[config.mk]
export PLATFORM = sky130hd
export DESIGN_NAME = nr_fetch_unit_flat
export DESIGN_NICKNAME = d
export VERILOG_FILES = /design/src/rtl/nr_fetch_pkg.sv /design/src/rtl/nr_fetch_if.sv /design/src/rtl/nr_fetch_fifo.sv /design/src/rtl/nr_fetch_unit.sv /design/src/flat_wrapper.sv
export SDC_FILE = /design/constraint.sdc
export NUM_CORES = 1
export LEC_CHECK = 0
export ABC_CLOCK_PERIOD_IN_PS = 4400
export CELL_PAD_IN_SITES_DETAIL_PLACEMENT = 1
export CELL_PAD_IN_SITES_GLOBAL_PLACEMENT = 1
export CORE_MARGIN = 8
export CORE_UTILIZATION = 34
export CTS_CLUSTER_DIAMETER = 30
export DETAILED_ROUTE_END_ITERATION = 10
export PLACE_DENSITY = 0.74
export SYNTH_ARGS = -nofsm -noshare
export SYNTH_HDL_FRONTEND = slang
export SYNTH_SLANG_ARGS = --single-unit
export TNS_END_PERCENT = 50
[constraint.sdc]
create_clock -name clk -period 4.4 [get_ports clk]
set_input_delay 1.32 -clock clk [delete_from_list [all_inputs] [get_ports clk]]
set_output_delay 1.32 -clock clk [all_outputs]
set_load 0.03 [all_outputs]
[src/rtl/nr_fetch_pkg.sv]
`default_nettype none
//==============================================================================
// Module      : nr_fetch_pkg
// Description : Shared widths, FSM state type and buffer entry type for the
//               nanoRisk instruction fetch stage.
// Revision    : 1.0  initial release
//==============================================================================
package nr_fetch_pkg;

    localparam int NR_ADDR_W = 4;
    localparam int NR_DATA_W = 8;

    typedef enum logic [1:0] {
        S_BOOT = 2'd0,
        S_RUN  = 2'd1,
        S_HALT = 2'd2
    } nr_fetch_state_t;

    typedef struct packed {
        logic [NR_ADDR_W-1:0] pc;
        logic [NR_DATA_W-1:0] instr;
    } nr_fetch_entry_t;

endpackage : nr_fetch_pkg
`default_nettype wire

[src/rtl/nr_fetch_if.sv]
`default_nettype none
//==============================================================================
// Module      : nr_fetch_if
// Description : Fetch-stage bundle: instruction memory read port, redirect and
//               halt controls, and the valid/ready handshake towards decode.
// Revision    : 1.0  initial release
//==============================================================================
interface nr_fetch_if
    import nr_fetch_pkg::*;
#(
    parameter int ADDR_W = NR_ADDR_W,
    parameter int DATA_W = NR_DATA_W
);
    logic [ADDR_W-1:0] f_adr_out;
    logic              f_can_rd;
    logic [DATA_W-1:0] f_mem_data;
    logic              redirect_valid;
    logic [ADDR_W-1:0] redirect_pc;
    logic              halt;
    logic              instr_valid;
    logic [DATA_W-1:0] instr_data;
    logic [ADDR_W-1:0] instr_pc;
    logic              instr_ready;

    // Fetch unit side
    modport master (
        output f_adr_out, f_can_rd, instr_valid, instr_data, instr_pc,
        input  f_mem_data, redirect_valid, redirect_pc, halt, instr_ready
    );

    // Memory / control / decode side
    modport slave (
        input  f_adr_out, f_can_rd, instr_valid, instr_data, instr_pc,
        output f_mem_data, redirect_valid, redirect_pc, halt, instr_ready
    );
endinterface : nr_fetch_if
`default_nettype wire

[src/rtl/nr_fetch_fifo.sv]
`default_nettype none
//==============================================================================
// Module      : nr_fetch_fifo
// Description : Two-entry prefetch buffer holding {pc, instr}. Slot 0 is always
//               the head; entries shift down on pop. Flush empties it.
// Revision    : 1.0  initial release
//==============================================================================
module nr_fetch_fifo
    import nr_fetch_pkg::*;
#(
    parameter int ADDR_W = NR_ADDR_W,
    parameter int DATA_W = NR_DATA_W
) (
    input  wire logic              clk,
    input  wire logic              clr,
    input  wire logic              i_push,
    input  wire logic              i_pop,
    input  wire logic              i_flush,
    input  wire logic [ADDR_W-1:0] i_push_pc,
    input  wire logic [DATA_W-1:0] i_push_instr,
    output logic                   o_head_valid,
    output logic      [ADDR_W-1:0] o_head_pc,
    output logic      [DATA_W-1:0] o_head_instr,
    output logic      [1:0]        o_count
);
    logic [ADDR_W-1:0] r_pc    [2];
    logic [DATA_W-1:0] r_instr [2];
    logic [1:0]        r_count;

    // Storage and occupancy; simultaneous push+pop keeps count and shifts in
    always_ff @(posedge clk or posedge clr) begin
        if (clr) begin
            r_count    <= 2'd0;
            r_pc[0]    <= '0;
            r_pc[1]    <= '0;
            r_instr[0] <= '0;
            r_instr[1] <= '0;
        end else if (i_flush) begin
            r_count <= 2'd0;
        end else begin
            case ({i_push, i_pop})
                2'b10: begin
                    if (r_count == 2'd0) begin
                        r_pc[0]    <= i_push_pc;
                        r_instr[0] <= i_push_instr;
                        r_count    <= 2'd1;
                    end else if (r_count == 2'd1) begin
                        r_pc[1]    <= i_push_pc;
                        r_instr[1] <= i_push_instr;
                        r_count    <= 2'd2;
                    end
                end
                2'b01: begin
                    if (r_count != 2'd0) begin
                        r_pc[0]    <= r_pc[1];
                        r_instr[0] <= r_instr[1];
                        r_count    <= r_count - 2'd1;
                    end
                end
                2'b11: begin
                    if (r_count == 2'd2) begin
                        r_pc[0]    <= r_pc[1];
                        r_instr[0] <= r_instr[1];
                        r_pc[1]    <= i_push_pc;
                        r_instr[1] <= i_push_instr;
                    end else begin
                        r_pc[0]    <= i_push_pc;
                        r_instr[0] <= i_push_instr;
                    end
                end
                default: begin
                end
            endcase
        end
    end

    // Head presentation, zeroed when empty so decode never sees stale data
    always_comb begin
        o_head_valid = (r_count != 2'd0);
        o_head_pc    = o_head_valid ? r_pc[0]    : '0;
        o_head_instr = o_head_valid ? r_instr[0] : '0;
        o_count      = r_count;
    end

endmodule : nr_fetch_fifo
`default_nettype wire

[src/rtl/nr_fetch_unit.sv]
`default_nettype none
//==============================================================================
// Module      : nr_fetch_unit
// Description : nanoRisk instruction fetch stage. Owns the PC, issues memory
//               reads, buffers returned instructions and hands {pc, instr} to
//               decode. Supports branch redirect and halt.
// Revision    : 1.0  initial release
//==============================================================================
module nr_fetch_unit
    import nr_fetch_pkg::*;
#(
    parameter int                ADDR_W    = NR_ADDR_W,
    parameter int                DATA_W    = NR_DATA_W,
    parameter logic [ADDR_W-1:0] RESET_PC  = '0,
    parameter int                BUF_DEPTH = 2
) (
    input  wire logic  clk,
    input  wire logic  clr,
    nr_fetch_if.master fb
);
    nr_fetch_state_t   r_state;
    nr_fetch_state_t   w_state_next;
    logic [ADDR_W-1:0] r_pc;
    logic              w_can_rd;
    logic              w_push;
    logic              w_pop;
    logic              w_head_valid;
    logic [1:0]        w_count;

    assign w_pop = w_head_valid & fb.instr_ready;

    // FSM state register
    always_ff @(posedge clk or posedge clr) begin
        if (clr) begin
            r_state <= S_BOOT;
        end else begin
            r_state <= w_state_next;
        end
    end

    // Next state and read issue; redirect overrides halt and returns to run
    always_comb begin
        w_state_next = r_state;
        w_can_rd     = 1'b0;
        w_push       = 1'b0;
        case (r_state)
            S_BOOT: w_state_next = S_RUN;
            S_RUN: begin
                w_can_rd = !fb.halt && ((w_count < 2'(BUF_DEPTH)) || w_pop);
                if (fb.halt) begin
                    w_state_next = S_HALT;
                end
            end
            S_HALT: w_state_next = S_HALT;
            default: w_state_next = S_BOOT;
        endcase
        if (fb.redirect_valid) begin
            w_state_next = S_RUN;
        end
        // A read issued in a redirect cycle returns data for the old path
        w_push = w_can_rd && !fb.redirect_valid;
    end

    // Program counter: redirect target, else advance on every issued read
    always_ff @(posedge clk or posedge clr) begin
        if (clr) begin
            r_pc <= RESET_PC;
        end else if (fb.redirect_valid) begin
            r_pc <= fb.redirect_pc;
        end else if (w_can_rd) begin
            r_pc <= r_pc + ADDR_W'(1);
        end
    end

    assign fb.f_adr_out = r_pc;
    assign fb.f_can_rd  = w_can_rd;

    nr_fetch_fifo #(
        .ADDR_W (ADDR_W),
        .DATA_W (DATA_W)
    ) u_fifo (
        .clk          (clk),
        .clr          (clr),
        .i_push       (w_push),
        .i_pop        (w_pop),
        .i_flush      (fb.redirect_valid),
        .i_push_pc    (r_pc),
        .i_push_instr (fb.f_mem_data),
        .o_head_valid (w_head_valid),
        .o_head_pc    (fb.instr_pc),
        .o_head_instr (fb.instr_data),
        .o_count      (w_count)
    );

    assign fb.instr_valid = w_head_valid;

endmodule : nr_fetch_unit
`default_nettype wire
[src/flat_wrapper.sv]
// flat-port wrapper written by rule: the top's interface ports become plain ports
module nr_fetch_unit_flat import nr_fetch_pkg::*;
#(
    parameter int                ADDR_W    = NR_ADDR_W,
    parameter int                DATA_W    = NR_DATA_W,
    parameter logic [ADDR_W-1:0] RESET_PC  = '0,
    parameter int                BUF_DEPTH = 2
)
  (clk, clr, fb_f_adr_out, fb_f_can_rd, fb_instr_valid, fb_instr_data, fb_instr_pc, fb_f_mem_data, fb_redirect_valid, fb_redirect_pc, fb_halt, fb_instr_ready);
  nr_fetch_if #(.ADDR_W(ADDR_W), .DATA_W(DATA_W)) fb_i ();
  input  wire logic clk;
  input  wire logic clr;
  output wire logic [$bits(fb_i.f_adr_out)-1:0] fb_f_adr_out;
  output wire logic [$bits(fb_i.f_can_rd)-1:0] fb_f_can_rd;
  output wire logic [$bits(fb_i.instr_valid)-1:0] fb_instr_valid;
  output wire logic [$bits(fb_i.instr_data)-1:0] fb_instr_data;
  output wire logic [$bits(fb_i.instr_pc)-1:0] fb_instr_pc;
  input wire logic [$bits(fb_i.f_mem_data)-1:0] fb_f_mem_data;
  input wire logic [$bits(fb_i.redirect_valid)-1:0] fb_redirect_valid;
  input wire logic [$bits(fb_i.redirect_pc)-1:0] fb_redirect_pc;
  input wire logic [$bits(fb_i.halt)-1:0] fb_halt;
  input wire logic [$bits(fb_i.instr_ready)-1:0] fb_instr_ready;
  assign fb_f_adr_out = fb_i.f_adr_out;
  assign fb_f_can_rd = fb_i.f_can_rd;
  assign fb_instr_valid = fb_i.instr_valid;
  assign fb_instr_data = fb_i.instr_data;
  assign fb_instr_pc = fb_i.instr_pc;
  assign fb_i.f_mem_data = fb_f_mem_data;
  assign fb_i.redirect_valid = fb_redirect_valid;
  assign fb_i.redirect_pc = fb_redirect_pc;
  assign fb_i.halt = fb_halt;
  assign fb_i.instr_ready = fb_instr_ready;
  nr_fetch_unit #(.ADDR_W(ADDR_W), .DATA_W(DATA_W), .RESET_PC(RESET_PC), .BUF_DEPTH(BUF_DEPTH)) u_core (.clk(clk), .clr(clr), .fb(fb_i));
endmodule
==> flow_summary.toml, run 1 <==
[floorplanning]
die_area_um2 = 7430
fp-row-count = 25
io_pins = 35
core_um2 = 4723
initial_core_util = 0.3547
die_y_um = 86.20
fp.dieW_um = 86.20

[cells_and_area]
stdcell_count = 248
antenna_cells = 0
nets = 203
drive_gt1_frac = 0.2320
final_area_um2 = 2155
synthToLayoutAreaGrowth_pct = 28.60

[logic_synthesis]
synth.distinct_cells = 38
ys_seq_elements = 32
synth_top_cell_by_area = "dfrtp_1"
syn-instance-count = 144
syn_area_um2 = 1675
synth_nets = 167
yosysSeqAreaShare = 0.4780
yosysWarningCount = 0
synth_top_area_frac = 0.4780
synth.avg_cell_area_um2 = 11.63
synthTopCellsByArea = "dfrtp_1 48%, mux2_2 8.1%, o221a_2 8.1%, ha_1 4.5%, nor2b_1 4.5%"

[sta]
fin_skew_ns = 0.003030
rsz0062_at_grt = "no"
finalCritPeriodShare = 0.8743
tns_ns = 0
max_slew.worst_pin.slew_ns = 0.9208
hold_viol_final = 0
final-setup-viol-count = 0
fin_crit_ns = 3.847
relSlewSlack = 0.3862
max_freq_mhz = 260.0
maxSlewViolCount = 0

[route]
viasPerCell = 4.835
ant_nets = 0
vias = 1199
drtIter0Drc = 46
wl_per_cell_um = 16.12
dr.pass1.iters = 4
wl_mm = 3.997
remaining_drc_errors = 0

[global_routing]
grt_overflow = 0
antenna_found_initial = 0
grt_usage = 0.1175
grt_max_degree = 33
grt_pass1_wl_mm = 6.941
grt_pass1_vias = 1362

[outcome]
outcome = "finished clean"

[clock_network]
cts_buffer_depth = 2
post_cts_buffers = 0
clkTransAtPathRegs_ns = 0.06
insertion_delay_ns = 0.28
clockRootBuffer = "clkbuf_8"
htree_levels = 2
cts_tree = "built"
cts_hold_buf = 0
numCtsBuffers = 5
cts_resized = 0
cts.sinks = 32

[placed_design]
portBuffers = 34
dpl_cell_area_um2 = 2064
place_hpwl_mm = 2.850
gp_congestion = 0.8284
placedCellCount = 240

[setup_path]
cp_max_fo = 7
critPathLaunchType = "input pin"
cp.required_ns = 3.08
worstSetupEndpointType = "output pin"
cp.arrival_ns = 2.53
critPathKind = "in2out"

[pwr]
p_per_area_nw_per_um2 = 604.4
p_leak_nw = 0.9006
ir_drop_v = 0.0002693
power_mw = 1.302

[hold_path]
hold_path_class = "reg2reg"

[job]
maxCapViolations = 0
cells in the mapped netlist (all sizes together):
master	count
a21oi	5
a211oi	2
mux2	13
nand2	6
dfrtp	32
o221a	12
xor2	1
o211ai	1
buf	6
mux2i	1
a31oi	1
or2	12
a311oi	1
nor3b	2
clkbuf	2
a2bb2oi	1
nor4	1
nor2	4
o22ai	1
nand3	2
nand3b	1
nor4bb	1
ha	6
nand4bb	1
nor2b	12
inv	9
nand2b	2
o21ai	4
xnor2	2
layout make-up:
type	instances	area (um^2)
clock buffers	8	90.09
repair buffers	37	360.3
fillers	521	2569
multi-input cells	95	785.8
inverters	9	33.78
well taps	67	83.83
flip-flops and latches	32	800.8
registers in the layout, indices dropped and copies added, names as in the netlist:
signal	count
u_core.u_fifo.r_pc	8
u_core.fb.f_adr_out	4
u_core.r_state	2
u_core.u_fifo.o_count	2
u_core.u_fifo.r_instr	16
worst paths after layout:
path,depth (start not counted),slack [ns],startpoint,end
setup / recovery,4,0.55,fb_instr_ready,fb_f_can_rd
hold / removal,1,0.51,u_core.u_fifo.r_instr[5]$_DFFE_PP0P_,u_core.u_fifo.r_instr[5]$_DFFE_PP0P_
setup reg to reg,6,1.60,u_core.u_fifo.o_count[1]$_DFFE_PP0P_,u_core.u_fifo.r_pc[4]$_DFFE_PP0P_
hold reg to reg,1,0.51,u_core.u_fifo.r_instr[5]$_DFFE_PP0P_,u_core.u_fifo.r_instr[5]$_DFFE_PP0P_
max in group asynchronous,3,2.68,clr,u_core.u_fifo.r_instr[7]$_DFFE_PP0P_
min in group asynchronous,3,1.42,clr,u_core.fb.f_adr_out[0]$_DFFE_PP0P_
cell families after synthesis:
family | count (synthesis) | share of synthesized area
muxes | 14 | 0.09559
and+or+nand+nor | 44 | 0.1718
AOI/OAI and AO/OA | 28 | 0.1412
adders and majority gates | 6 | 0.04481
DFF | 32 | 0.4780
buffers and inverters | 17 | 0.05302
xor gates and xnor gates | 3 | 0.01569
layout by cell type, fill, tap and decap left out, types with 2 or more instances in the layout:
master / n
ha_1: 6
nor2b_1: 12
nand2_1: 6
xnor2_1: 2
a21oi_1: 4
buf_4: 4
dfrtp_1: 32
or2_1: 10
o21ai_1: 3
clkdlybuf4s50_1: 33
inv_1: 8
nor2_1: 4
mux2_2: 12
clkbuf_1: 2
a211oi_1: 2
or2_2: 2
clkbuf_8: 6
o221a_2: 12
nand3_1: 2
power by group:
group	internal [mW]	switching, mW	total (mW)	leakage (nW)
sequential	0.405	0.0631	0.468	0.399
combinational	0.303	0.302	0.605	0.457
clock	0.127	0.102	0.229	0.0455
total	0.835	0.467	1.30	0.901
critical path: stages:
cell and delay (ns):
clkdlybuf4s50_1 0.65, nand2b_4 0.12, a21oi_2 0.23, buf_4 0.20
layer usage:
layer	up-vias	GRT usage	part of all wire
met5	-	0	0
met4	0	0.02817	0.0088
met3	2	0.04064	0.052
met2	33	0.1826	0.43
met1	583	0.1521	0.51
li1	581	-	-
through the flow:
stage / hold WS, ns / util / setup WS [ns]
2_1_floorplan: 0.4817 / - / 1.039
3_3_place_gp: 0.4899 / 0.4371 / 0.5918
3_5_place_dp: 0.4991 / 0.4371 / 0.5675
4_1_cts: 0.5142 / 0.4562 / 0.5677
5_1_grt: 0.5294 / 0.4562 / 0.4830
6_report: 0.5113 / 0.4562 / 0.5532
No activity file was read; power rests on OpenSTA's default activity.
==> inputs of run 2 (changes only) <==
--- a/config.mk
+++ b/config.mk
@@ -8,11 +8,13 @@
 export ABC_CLOCK_PERIOD_IN_PS = 4400
 export CELL_PAD_IN_SITES_DETAIL_PLACEMENT = 1
 export CELL_PAD_IN_SITES_GLOBAL_PLACEMENT = 1
+export CORE_ASPECT_RATIO = 1.25
 export CORE_MARGIN = 8
 export CORE_UTILIZATION = 34
 export CTS_CLUSTER_DIAMETER = 30
 export DETAILED_ROUTE_END_ITERATION = 10
 export PLACE_DENSITY = 0.74
+export SETUP_SLACK_MARGIN = 0.3
 export SYNTH_ARGS = -nofsm -noshare
 export SYNTH_HDL_FRONTEND = slang
 export SYNTH_SLANG_ARGS = --single-unit
==> run 2 against run 1 <==
Compared with the run above:
- non-clock buffer count increased by 1
- die area increased by 0.19%
- wire length increased by 0.95%
- register-to-register slack improved by 0.16 ns
- sequential power about the same
- via count increased by 0.50%
- global-route usage increased by 0.13 points
- utilization decreased by 0.35 points
- worst hold slack got worse by 0.0044 ns
==> flow_summary.toml, run 2 (synthesized netlist as in run 1, its figures left out) <==
[outcome]
outcome = "finished clean"

[cells_and_area]
nFillCells = 547
final_cell_mix = "33 x clkdlybuf4s50_1, 32 x dfrtp_1, 12 x o221a_2, 12 x mux2_2, 12 x nor2b_1"
drive_gt1_frac = 0.2376
fin_util = 0.4526
largest_reg_flops = 16
antenna_cells = 0
synthToLayoutAreaGrowth_pct = 27.78
nets = 204
stdcell_count = 241
final_common_cell = "clkdlybuf4s50_1"
largest-register = "u_core.u_fifo.r_instr"

[hold_path]
hold_path_class = "reg2reg"
min-delay-start = "u_core.u_fifo.r_pc[3]$_DFFE_PP0P_"
hold_end = "u_core.u_fifo.r_pc[3]$_DFFE_PP0P_"
hold_depth = 1

[clock_network]
cts_hold_buf = 0
post_cts_buffers = 0
cts_tree = "built"
clockRootBuffer = "clkbuf_8"
numCtsBuffers = 5
htree_levels = 2
clkTransAtPathRegs_ns = 0.06
insertion_delay_ns = 0.28
cts_buffer_depth = 2
cts_resized = 0
cts.sinks = 32

[setup_path]
cp_max_fo = 7
worstSetupEndpointType = "output pin"
timing.rr.start = "u_core.u_fifo.o_count[1]$_DFFE_PP0P_"
reg2reg_depth = 6
cp.required_ns = 3.08
critPathLaunchType = "input pin"
r2r_end = "u_core.u_fifo.r_instr[15]$_DFFE_PP0P_"
critPathKind = "in2out"
cp.arrival_ns = 2.53
r2r_slack_ns = 1.76

[pwr]
p_per_area_nw_per_um2 = 599.0
p_leak_nw = 0.9010
ir_drop_v = 0.0002325

[job]
maxCapViolations = 0

[floorplanning]
io_pins = 35
fp.dieW_um = 78.79
fp-row-count = 28
die_y_um = 94.48
die_area_um2 = 7444
core_um2 = 4730
initial_core_util = 0.3542

[global_routing]
grt_max_degree = 33
grt_overflow = 0
gr-usage-met2 = 0.1952
use_met1 = 0.1399
busiest_layer = "met2"
grt_pass1_vias = 1342
grt_pass1_wl_mm = 6.886
use_met3 = 0.03992
grt_usage = 0.1188
antenna_found_initial = 0

[sta]
final-setup-viol-count = 0
layout_setup_ws_ns = 0.5529
rsz0062_at_grt = "no"
max_slew.worst_pin.slew_ns = 0.8425
holdWs_ns = 0.5069
fin_skew_ns = 0.007551
maxSlewViolCount = 0
relSlewSlack = 0.4341
fin_crit_ns = 3.847
tns_ns = 0
finalCritPeriodShare = 0.8743
hold_viol_final = 0
max_freq_mhz = 259.9

[placed_design]
placedCellCount = 234
portBuffers = 34
gp_congestion = 0.8293
place_ws_ns = 0.5494
place_hpwl_mm = 2.904

[route]
dr.pass1.iters = 3
wl_per_cell_um = 16.74
remaining_drc_errors = 0
vias = 1205
drtIter0Drc = 75
wl_mm = 4.035
viasPerCell = 5.000
ant_nets = 0
## run 2: worst max path at each step
stage          slack [ns]     endpoint      startpoint
6_report             0.55  fb_f_can_rd  fb_instr_ready
3_5_place_dp         0.55  fb_f_can_rd  fb_instr_ready
3_3_place_gp         0.58  fb_f_can_rd  fb_instr_ready
5_1_grt              0.48  fb_f_can_rd  fb_instr_ready
4_1_cts              0.55  fb_f_can_rd  fb_instr_ready
2_1_floorplan        1.04  fb_f_can_rd         fb_halt
## run 2: where the power goes
part,switching [mW],internal (mW)
combinational,0.298,0.303
sequential,0.0650,0.405
clock,0.104,0.107
total,0.467,0.816
## run 2: per-stage QoR
step / cell area [um^2] / power (mW)
after detailed placement: 2063 / 1.084
after global routing: 2141 / 1.375
after global placement: 2063 / 1.059
after floorplan: 1675 / 0.8831
after CTS: 2141 / 1.302
final: 2141 / 1.282
## run 2: layout make-up
cell class,instances,area [um^2],share of cell area
clock buffer,6,72.57,0.03390
clock inverter,1,5.005,0.002338
inverter,9,33.78,0.01578
multi-input combinational,95,785.8,0.3670
sequential,32,800.8,0.3741
tap,60,75.07,0.03507
timing repair buffer,38,367.9,0.1718
## run 2: routing by layer
| metal | share of wire | vias to the layer above |
|---|---|---|
| li1 | - | 579 |
| met4 | 0.015 | 0 |
| met1 | 0.46 | 589 |
| met3 | 0.056 | 5 |
| met5 | 0 | - |
| met2 | 0.47 | 32 |
## run 2: critical path: stages
cell and delay (ns):
clkdlybuf4s50_1 0.64, nand2b_4 0.12, a21oi_2 0.24, buf_4 0.21
